<file path="src/rtl/pdp8_pkg.sv">
// Shared PDP-8 definitions: word widths, major opcodes and sequencer states.
package pdp8_pkg;

  localparam int unsigned PDP8_AW = 12;
  localparam int unsigned PDP8_DW = 12;

  // Major opcodes, IR[11:9]
  localparam logic [2:0] OPC_AND = 3'o0;
  localparam logic [2:0] OPC_TAD = 3'o1;
  localparam logic [2:0] OPC_ISZ = 3'o2;
  localparam logic [2:0] OPC_DCA = 3'o3;
  localparam logic [2:0] OPC_JMS = 3'o4;
  localparam logic [2:0] OPC_JMP = 3'o5;
  localparam logic [2:0] OPC_IOT = 3'o6;
  localparam logic [2:0] OPC_OPR = 3'o7;

  typedef enum logic [2:0] {
    S_IDLE,
    S_FETCH,
    S_INCR,
    S_EXEC,
    S_JMS_WR,
    S_BRANCH
  } seq_state_e;

endpackage

</file>
<file path="src/rtl/pc_sequencer.sv">
// Fetch/branch controller: owns the program counter's control strobes and
// issues one instruction fetch at a time (no prefetch).
module pc_sequencer #(
  parameter int unsigned AW     = pdp8_pkg::PDP8_AW,
  parameter int unsigned DW     = pdp8_pkg::PDP8_DW,
  parameter logic [2:0]  OP_JMS = pdp8_pkg::OPC_JMS,
  parameter logic [2:0]  OP_JMP = pdp8_pkg::OPC_JMP
) (
  input  logic          clk,
  input  logic          clr,
  input  logic          run,
  input  logic [AW-1:0] pc,
  output logic          pc_clr,
  output logic          pc_ld,
  output logic [AW-1:0] pc_in,
  output logic          pc_inc,
  output logic          pc_latch,
  output logic [AW-1:0] mem_addr,
  output logic [DW-1:0] mem_wdata,
  output logic          mem_rd,
  output logic          mem_wr,
  input  logic          mem_ack,
  input  logic [DW-1:0] mem_rdata,
  output logic [DW-1:0] ir,
  output logic          ir_valid,
  input  logic          exec_done,
  input  logic          exec_skip,
  input  logic [AW-1:0] exec_ea,
  output logic          running
);
  import pdp8_pkg::*;

  seq_state_e    state, state_next;
  logic          fetch_first;
  logic          clr_q;
  logic [AW-1:0] ea_q;
  logic [AW-1:0] target_q;
  logic [DW-1:0] ret_q;
  logic [2:0]    op;
  logic          is_jmp, is_jms;

  assign op     = ir[DW-1 -: 3];
  assign is_jmp = (op == OP_JMP);
  assign is_jms = (op == OP_JMS);

  // State register; clear returns to IDLE from anywhere, dropping any request.
  always_ff @(posedge clk) begin
    if (clr) begin
      state       <= S_IDLE;
      fetch_first <= 1'b0;
    end else begin
      state       <= state_next;
      fetch_first <= (state_next == S_FETCH) && (state != S_FETCH);
    end
  end

  // Clear-release detector: PC_CLR fires in the first cycle after CLR drops.
  always_ff @(posedge clk) begin
    clr_q <= clr;
  end

  // Instruction register and branch/return bookkeeping.
  always_ff @(posedge clk) begin
    if (clr) begin
      ir       <= '0;
      ea_q     <= '0;
      target_q <= '0;
      ret_q    <= '0;
    end else begin
      if (state == S_FETCH && mem_ack) begin
        ir <= mem_rdata;
      end
      if (state == S_EXEC && exec_done) begin
        ea_q     <= exec_ea;
        target_q <= exec_ea;
        ret_q    <= DW'(pc);
      end
      if (state == S_JMS_WR && mem_ack) begin
        target_q <= ea_q + AW'(1);
      end
    end
  end

  // Next-state decode; RUN is only consulted at instruction boundaries.
  always_comb begin
    state_next = state;
    unique case (state)
      S_IDLE:   if (run) state_next = S_FETCH;
      S_FETCH:  if (mem_ack) state_next = S_INCR;
      S_INCR:   state_next = S_EXEC;
      S_EXEC: begin
        if (exec_done) begin
          if (is_jmp)      state_next = S_BRANCH;
          else if (is_jms) state_next = S_JMS_WR;
          else if (run)    state_next = S_FETCH;
          else             state_next = S_IDLE;
        end
      end
      S_JMS_WR: if (mem_ack) state_next = S_BRANCH;
      S_BRANCH: state_next = run ? S_FETCH : S_IDLE;
      default:  state_next = S_IDLE;
    endcase
  end

  // Output decode; an asserted clear masks everything in its own cycle.
  always_comb begin
    pc_clr    = 1'b0;
    pc_ld     = 1'b0;
    pc_in     = '0;
    pc_inc    = 1'b0;
    pc_latch  = 1'b0;
    mem_addr  = '0;
    mem_wdata = '0;
    mem_rd    = 1'b0;
    mem_wr    = 1'b0;
    ir_valid  = 1'b0;
    running   = 1'b0;
    if (!clr) begin
      pc_clr  = clr_q;
      running = (state != S_IDLE);
      unique case (state)
        S_FETCH: begin
          mem_rd   = 1'b1;
          mem_addr = pc;
          pc_latch = fetch_first;
        end
        S_INCR:  pc_inc = 1'b1;
        S_EXEC: begin
          ir_valid = 1'b1;
          pc_inc   = exec_done && exec_skip && !is_jmp && !is_jms;
        end
        S_JMS_WR: begin
          mem_wr    = 1'b1;
          mem_addr  = ea_q;
          mem_wdata = ret_q;
        end
        S_BRANCH: begin
          pc_ld = 1'b1;
          pc_in = target_q;
        end
        default: ;
      endcase
    end
  end

endmodule

</file>
<file path="config.mk">
export PLATFORM = sky130hd
export DESIGN_NAME = pc_sequencer
export DESIGN_NICKNAME = d
export VERILOG_FILES = /design/src/rtl/pdp8_pkg.sv /design/src/rtl/pc_sequencer.sv
export SDC_FILE = /design/constraint.sdc
export NUM_CORES = 1
export LEC_CHECK = 0
export CAP_MARGIN = 20
export CORE_UTILIZATION = 40
export DETAILED_ROUTE_END_ITERATION = 8
export PLACE_DENSITY = 0.74
export SYNTH_ARGS = -nofsm -noshare
export SYNTH_HDL_FRONTEND = slang
export SYNTH_SLANG_ARGS = --single-unit
</file>
<file path="constraint.sdc">
create_clock -name clk -period 1.7 [get_ports clk]
set_input_delay 0.34 -clock clk [delete_from_list [all_inputs] [get_ports clk]]
set_output_delay 0.34 -clock clk [all_outputs]
set_load 0.005 [all_outputs]
</file>
==> results of run 1 <==
## state kept, by name, summed over array words and instances (netlist names)
| register | flops |
|---|---|
| clr_q | 1 |
| ea_q | 12 |
| fetch_first | 1 |
| ir | 12 |
| ret_q | 12 |
| state | 3 |
| target_q | 12 |
## logic make-up (layout without fill, tap and decap cells)
family	count (synthesis)	after routing	share of synthesized area
and+or+nand+nor	150	150	0.286
xor gates and xnor gates	10	10	0.0341
adders and majority gates	1	1	0.00488
muxes	2	2	0.00781
AOI/OAI and AO/OA	77	77	0.198
DFF	53	53	0.414
buffers and inverters	26	170	0.0551
## power breakdown
part | leakage [nW] | internal (W) | switching (W)
Combinational | 1.29 | 0.000292 | 0.000211
Clock | 0.0585 | 0.000481 | 0.000419
Sequential | 0.431 | 0.00128 | 0.0000277
## per-stage QoR
| step | std cells | power (W) | TNS, ps |
|---|---|---|---|
| after global placement | 507 | 0.00176 | -11100 |
| final | 538 | 0.00271 | -7650 |
| after global routing | 538 | 0.00282 | -10460 |
| after CTS | 541 | 0.00271 | -9150 |
| after detailed placement | 507 | 0.00176 | -11170 |
| after floorplan | 319 | 0.00151 | 0 |
## cells in the mapped netlist, types with 3 or more instances
| master | n | area (um^2) |
|---|---|---|
| nand2_1 | 88 | 330 |
| xor2_1 | 9 | 78.8 |
| clkbuf_1 | 5 | 18.8 |
| nand3_1 | 8 | 40.0 |
| buf_4 | 4 | 30.0 |
| nor3_1 | 3 | 15.0 |
| a221oi_2 | 3 | 45.0 |
| buf_2 | 10 | 50.1 |
| and3_1 | 5 | 31.3 |
| dfxtp_1 | 53 | 1060 |
| and2_1 | 26 | 163 |
| a21oi_1 | 46 | 230 |
| nor2_1 | 6 | 22.5 |
| a22o_1 | 12 | 105 |
## worst register-to-register path, cell delays in order, from the launching register on
cell	delay (ps)
dfxtp_4	360
buf_6	120
buf_8	120
buf_6	120
mux2i_1	120
a2111o_1	450
a32oi_2	220
## cell type report
| type | instances | area (um^2) |
|---|---|---|
| clock buffer | 7 | 86.3 |
| clock inverter | 1 | 30.0 |
| fill | 516 | 1730 |
| inverter | 2 | 7.51 |
| multi-input combinational | 240 | 1490 |
| sequential | 53 | 1070 |
| tap | 75 | 93.8 |
| timing repair buffer | 160 | 1560 |
## path summary, 6_finish.rpt
kind,start,end,slack (ps),depth (start not counted)
setup reg to reg,state[0],fetch_first,90,6
setup / recovery,state[1],mem_addr[11],-300,8
hold reg to reg,ir[4],ir[4],460,2
hold / removal,clr,clr_q,440,2
## metal layers
metal	up-vias	wire (um)	global-route usage
met1	1352	3560	0.314
met5	-	0	0
li1	1382	-	-
met2	115	4110	0.431
met3	15	563	0.0456
met4	0	155	0.109
## cells in the final DEF, fill, tap and decap left out, types with 2 or more instances in the layout
cell type	netlist	routed
buf_6	2	44
mux2i_1	2	2
nand3_1	8	8
nor2_1	6	3
dfxtp_4	0	2
buf_2	10	17
and4_1	2	2
a221oi_1	2	2
nand4_1	2	2
a21oi_1	46	46
nand2_1	88	87
a31o_2	2	2
and3_1	5	5
a221oi_2	3	3
inv_1	2	2
nor3_4	0	2
a22o_1	12	12
clkdlybuf4s50_1	0	52
buf_4	4	37
nor2_4	0	3
or3_1	2	2
buf_12	0	4
clkbuf_8	0	6
buf_16	0	2
and2_4	0	22
xor2_1	9	9
a31oi_1	2	2
dfxtp_1	53	50
and2_1	26	4
nor3_1	3	2
## what timing repair did
action,4_1_cts,5_1_grt
pin swaps,36,8
setup endpoints to repair,43,45
setup buffers,22,2
cloned,4,0
resized for setup,237,27
==> flow_metrics.py, run 1 <==
metrics = {
    "drt": {
        "vias": 2864,
        "drtIter0Drc": 202,
        "antenna_left": 0,
        "vias_per_cell": 5.32,
        "wire_per_inst_um": 15.6,
        "drtPass1Iterations": 6,
        "drt_wl_total_mm": 8.39,
        "drc": 0,
    },
    "logic_synthesis": {
        "ys_seq_elements": 53,
        "synth_fp_nets": 362,
        "syn_area_per_cell_um2": 8.04,
        "netlist_area_um2": 2560,
        "yosysWarnings": 0,
        "ys_seq_area_frac": 0.414,
        "synth_edf_count": 0,
        "synthDistinctLibCells": 43,
        "postSynth.asyncResetShare": 0,
        "ys.flop_type": "dfxtp_1",
        "syn_inst": 319,
    },
    "layout": {
        "antenna_cells": 0,
        "postLayoutCellArea_um2": 4330,
        "final_nets": 505,
        "drive_gt1_frac": 0.335,
        "syn2layout_area_growth_pct": 68.8,
        "final_core_util": 0.714,
    },
    "power": {
        "p_per_area_nw_per_um2": 626,
        "peakVddDrop_mv": 0.379,
        "p_leak_nw": 1.78,
    },
    "clock_network": {
        "clkLatencyLatePin_ps": 310,
        "cts_buffers": 5,
        "htreeDepth": 2,
        "cts_root_buf": "clkbuf_8",
        "clock-sinks": 53,
        "path_clk_slew_ps": 90,
        "clockBufferDepth": 2,
        "cts_tree": "built",
        "cts_hold_buf": 0,
    },
    "placement": {
        "io_buffer_count": 97,
        "preCtsSetupSlack_ps": -292,
        "place_hpwl_mm": 5.20,
        "gp_congestion": 0.798,
        "dpl_cell_area_um2": 3820,
    },
    "sta": {
        "clock_skew_ps": 5.15,
        "finalCriticalPeriod_ps": 2000,
        "hold_slack_ps": 442,
        "fmax_mhz": 500,
        "rsz0062_at_grt": "true",
        "slew_viol_final": 0,
        "final.setup.worst_slack_ps": -301,
        "worst_pin_slew_ps": 397,
        "final-hold-violation-count": 0,
        "setup_viol": 38,
        "slew-limit-headroom": 0.735,
        "fin_crit_sh": 1.18,
    },
    "floorplan": {
        "row_count": 28,
        "die_area_um2": 6740,
        "io-pin-count": 98,
        "dieHeight_um": 82.1,
        "die_x_um": 82.1,
        "start_util": 0.423,
        "core_um2": 6060,
    },
    "run_status": {
        "status": "finished, violations left",
        "failed_checks": "negative setup slack",
    },
    "setup_path": {
        "critPathCaptureType": "primary output",
        "cpPeakStageDelay_ps": 370,
        "cpLargestDelayFamily": "buffers and inverters",
        "critPathBufInv": 4,
        "path_cells": "nor2_4 > nand2_2 > nor2_4 > buf_12 > buf_6 > buf_6 > a22o_1 > buf_2",
        "worstPathArrival_ps": 1660,
        "cp-start-kind": "flip-flop",
        "required_ps": 1360,
        "criticalPathCategory": "flip-flop to primary output",
        "cp_max_fo": 3,
        "cpMaxStageDelayCell": "dfxtp_4",
    },
    "grt": {
        "grt_use_total": 0.254,
        "grt_pass1_vias": 2676,
        "grt_max_degree": 37,
        "grt_pass1_wl_mm": 12.8,
        "antenna_found_initial": 0,
        "grt_overflow_total": 0,
    },
    "worst_hold_path": {
        "min_path_type": "primary input to flip-flop",
    },
    "job": {
        "maxCapViolCount": 0,
    },
}
(Power assumes the default switching activity.)
==> run 2: changes to the inputs <==
--- a/config.mk
+++ b/config.mk
@@ -9,6 +9,7 @@
 export CORE_UTILIZATION = 40
 export DETAILED_ROUTE_END_ITERATION = 8
 export PLACE_DENSITY = 0.74
+export SKIP_CTS_REPAIR_TIMING = 1
 export SYNTH_ARGS = -nofsm -noshare
 export SYNTH_HDL_FRONTEND = slang
 export SYNTH_SLANG_ARGS = --single-unit
==> flow_metrics.py, run 2 (synthesis results as in run 1) <==
metrics = {
    "run_status": {
        "status": "finished, violations left",
        "failed_checks": "negative setup slack",
    },
    "sta": {
        "hold_slack_ps": 438,
        "setup_viol": 39,
        "final.setup.worst_slack_ps": -365,
        "finalCriticalPeriod_ps": 2060,
        "clock_skew_ps": 3.88,
        "rsz0062_at_grt": "true",
        "worst_pin_slew_ps": 412,
        "fin_crit_sh": 1.21,
        "final-hold-violation-count": 0,
        "setup_tns_ps": -9310,
        "slew_viol_final": 0,
        "fmax_mhz": 484,
        "slew-limit-headroom": 0.725,
    },
    "floorplan": {
        "io-pin-count": 98,
        "dieHeight_um": 82.1,
        "core_um2": 6060,
        "row_count": 28,
        "start_util": 0.423,
        "die_x_um": 82.1,
        "die_area_um2": 6740,
    },
    "power": {
        "switchingPower_w": 0.000640,
        "p_leak_nw": 1.85,
        "seqPwrFrac": 0.490,
        "netSwitchingFraction": 0.240,
        "p_comb_frac": 0.173,
        "intPower_w": 0.00202,
        "clockPowerShare": 0.336,
        "peakVddDrop_mv": 0.378,
        "p_per_area_nw_per_um2": 636,
        "power_w": 0.00266,
    },
    "setup_path": {
        "worstPathArrival_ps": 1720,
        "cpMaxStageDelayCell": "dfxtp_4",
        "required_ps": 1360,
        "critPathCaptureType": "primary output",
        "path_cells": "nor2_4 > nand2_2 > nor2_4 > buf_6 > clkbuf_16 > buf_6 > buf_6 > and2_4 > buf_6",
        "cp-start-kind": "flip-flop",
        "cpPeakStageDelay_ps": 370,
        "worst_r2r_path_depth": 6,
        "cp_max_fo": 5,
        "path_common_cell": "buf_6",
        "criticalPathCategory": "flip-flop to primary output",
    },
    "worst_hold_path": {
        "holdPathStages": 2,
        "min_path_type": "primary input to flip-flop",
    },
    "clock_network": {
        "cts_root_buf": "clkbuf_8",
        "cts_tree": "built",
        "clock-sinks": 53,
        "htreeDepth": 2,
        "path_clk_slew_ps": 90,
        "clkLatencyLatePin_ps": 310,
        "clockBufferDepth": 2,
        "cts_buffers": 5,
    },
    "placement": {
        "io_buffer_count": 97,
        "gp_congestion": 0.798,
        "place_hpwl_mm": 5.20,
    },
    "grt": {
        "grt_pass1_vias": 2411,
        "grt_max_degree": 37,
        "grt_use_total": 0.224,
        "grt_overflow_total": 0,
        "antenna_found_initial": 0,
        "grt_pass1_wl_mm": 11.4,
    },
    "layout": {
        "final_nets": 508,
        "drive_gt1_frac": 0.300,
        "final_cell_mix": "nand2_1 (87), clkdlybuf4s50_1 (52), dfxtp_1 (50), buf_4 (48), a21oi_1 (46)",
        "fill_cells": 524,
        "antenna_cells": 0,
        "syn2layout_area_growth_pct": 63.3,
        "final_common_cell": "nand2_1",
    },
    "drt": {
        "drtIter0Drc": 191,
        "vias_per_cell": 5.26,
        "antenna_left": 0,
        "vias": 2847,
        "wire_per_inst_um": 15.3,
        "drc": 0,
        "drt_wl_total_mm": 8.28,
        "drtPass1Iterations": 4,
    },
    "job": {
        "maxCapViolCount": 0,
    },
}
-- run 2: changes by cell type in the layout (fill, tap and decap cells not counted), moves of 7 or more --
cell / change
buf_4: +11
buf_6: -25
and2_1: +11
and2_4: -11
clkbuf_2: +20
dlymetal6s2s_1: +7
buf_2: -7
-- run 2: power groups by stage --
stage | Clock [W] | Combinational (W) | Sequential, W
3_3_place_gp | 0 | 0.000431 | 0.00133
5_1_grt | 0.000962 | 0.000498 | 0.00131
6_report | 0.000896 | 0.000462 | 0.00131
2_1_floorplan | 0 | 0.000180 | 0.00133
3_5_place_dp | 0 | 0.000433 | 0.00133
4_1_cts | 0.000912 | 0.000437 | 0.00130
-- run 2: critical path: cells and delay by family, from the launching register on --
family	cells	cell delay (ps)
flip-flops	1	370
AND/OR/NAND/NOR	4	520
buffers and inverters	5	500
-- run 2: layout make-up --
cell class | instances | area [um^2] | area share
Timing Repair Buffer | 163 | 1460 | 0.347
Multi-Input combinational cell | 240 | 1450 | 0.345
Sequential cell | 53 | 1070 | 0.255
Tap cell | 75 | 93.8 | 0.0224
Clock buffer | 7 | 86.3 | 0.0206
Clock inverter | 1 | 30.0 | 0.00717
Inverter | 2 | 7.51 | 0.00179
-- run 2: metal layers --
metal / share of wire / GRT usage
met5: 0 / 0
met4: 0.027 / 0.0684
met3: 0.065 / 0.0589
met2: 0.47 / 0.352
met1: 0.44 / 0.298
-- run 2: final timing paths --
path                                     end  slack, ps      from
worst max-delay path            mem_wdata[1]       -360  state[0]
worst min-delay path                   clr_q        440       clr
worst max register to register   target_q[2]        140  state[2]
worst min register to register         ir[4]        460     ir[4]
-- run 2: metrics by stage --
stage,std cells,setup slack [ps],cell area (um^2),utilization
after global placement,507,-273,3820,0.630
after global routing,541,-422,4190,0.691
after detailed placement,507,-292,3820,0.630
final,541,-365,4190,0.691
after floorplan,319,137,2560,-
after CTS,515,-599,3930,0.649
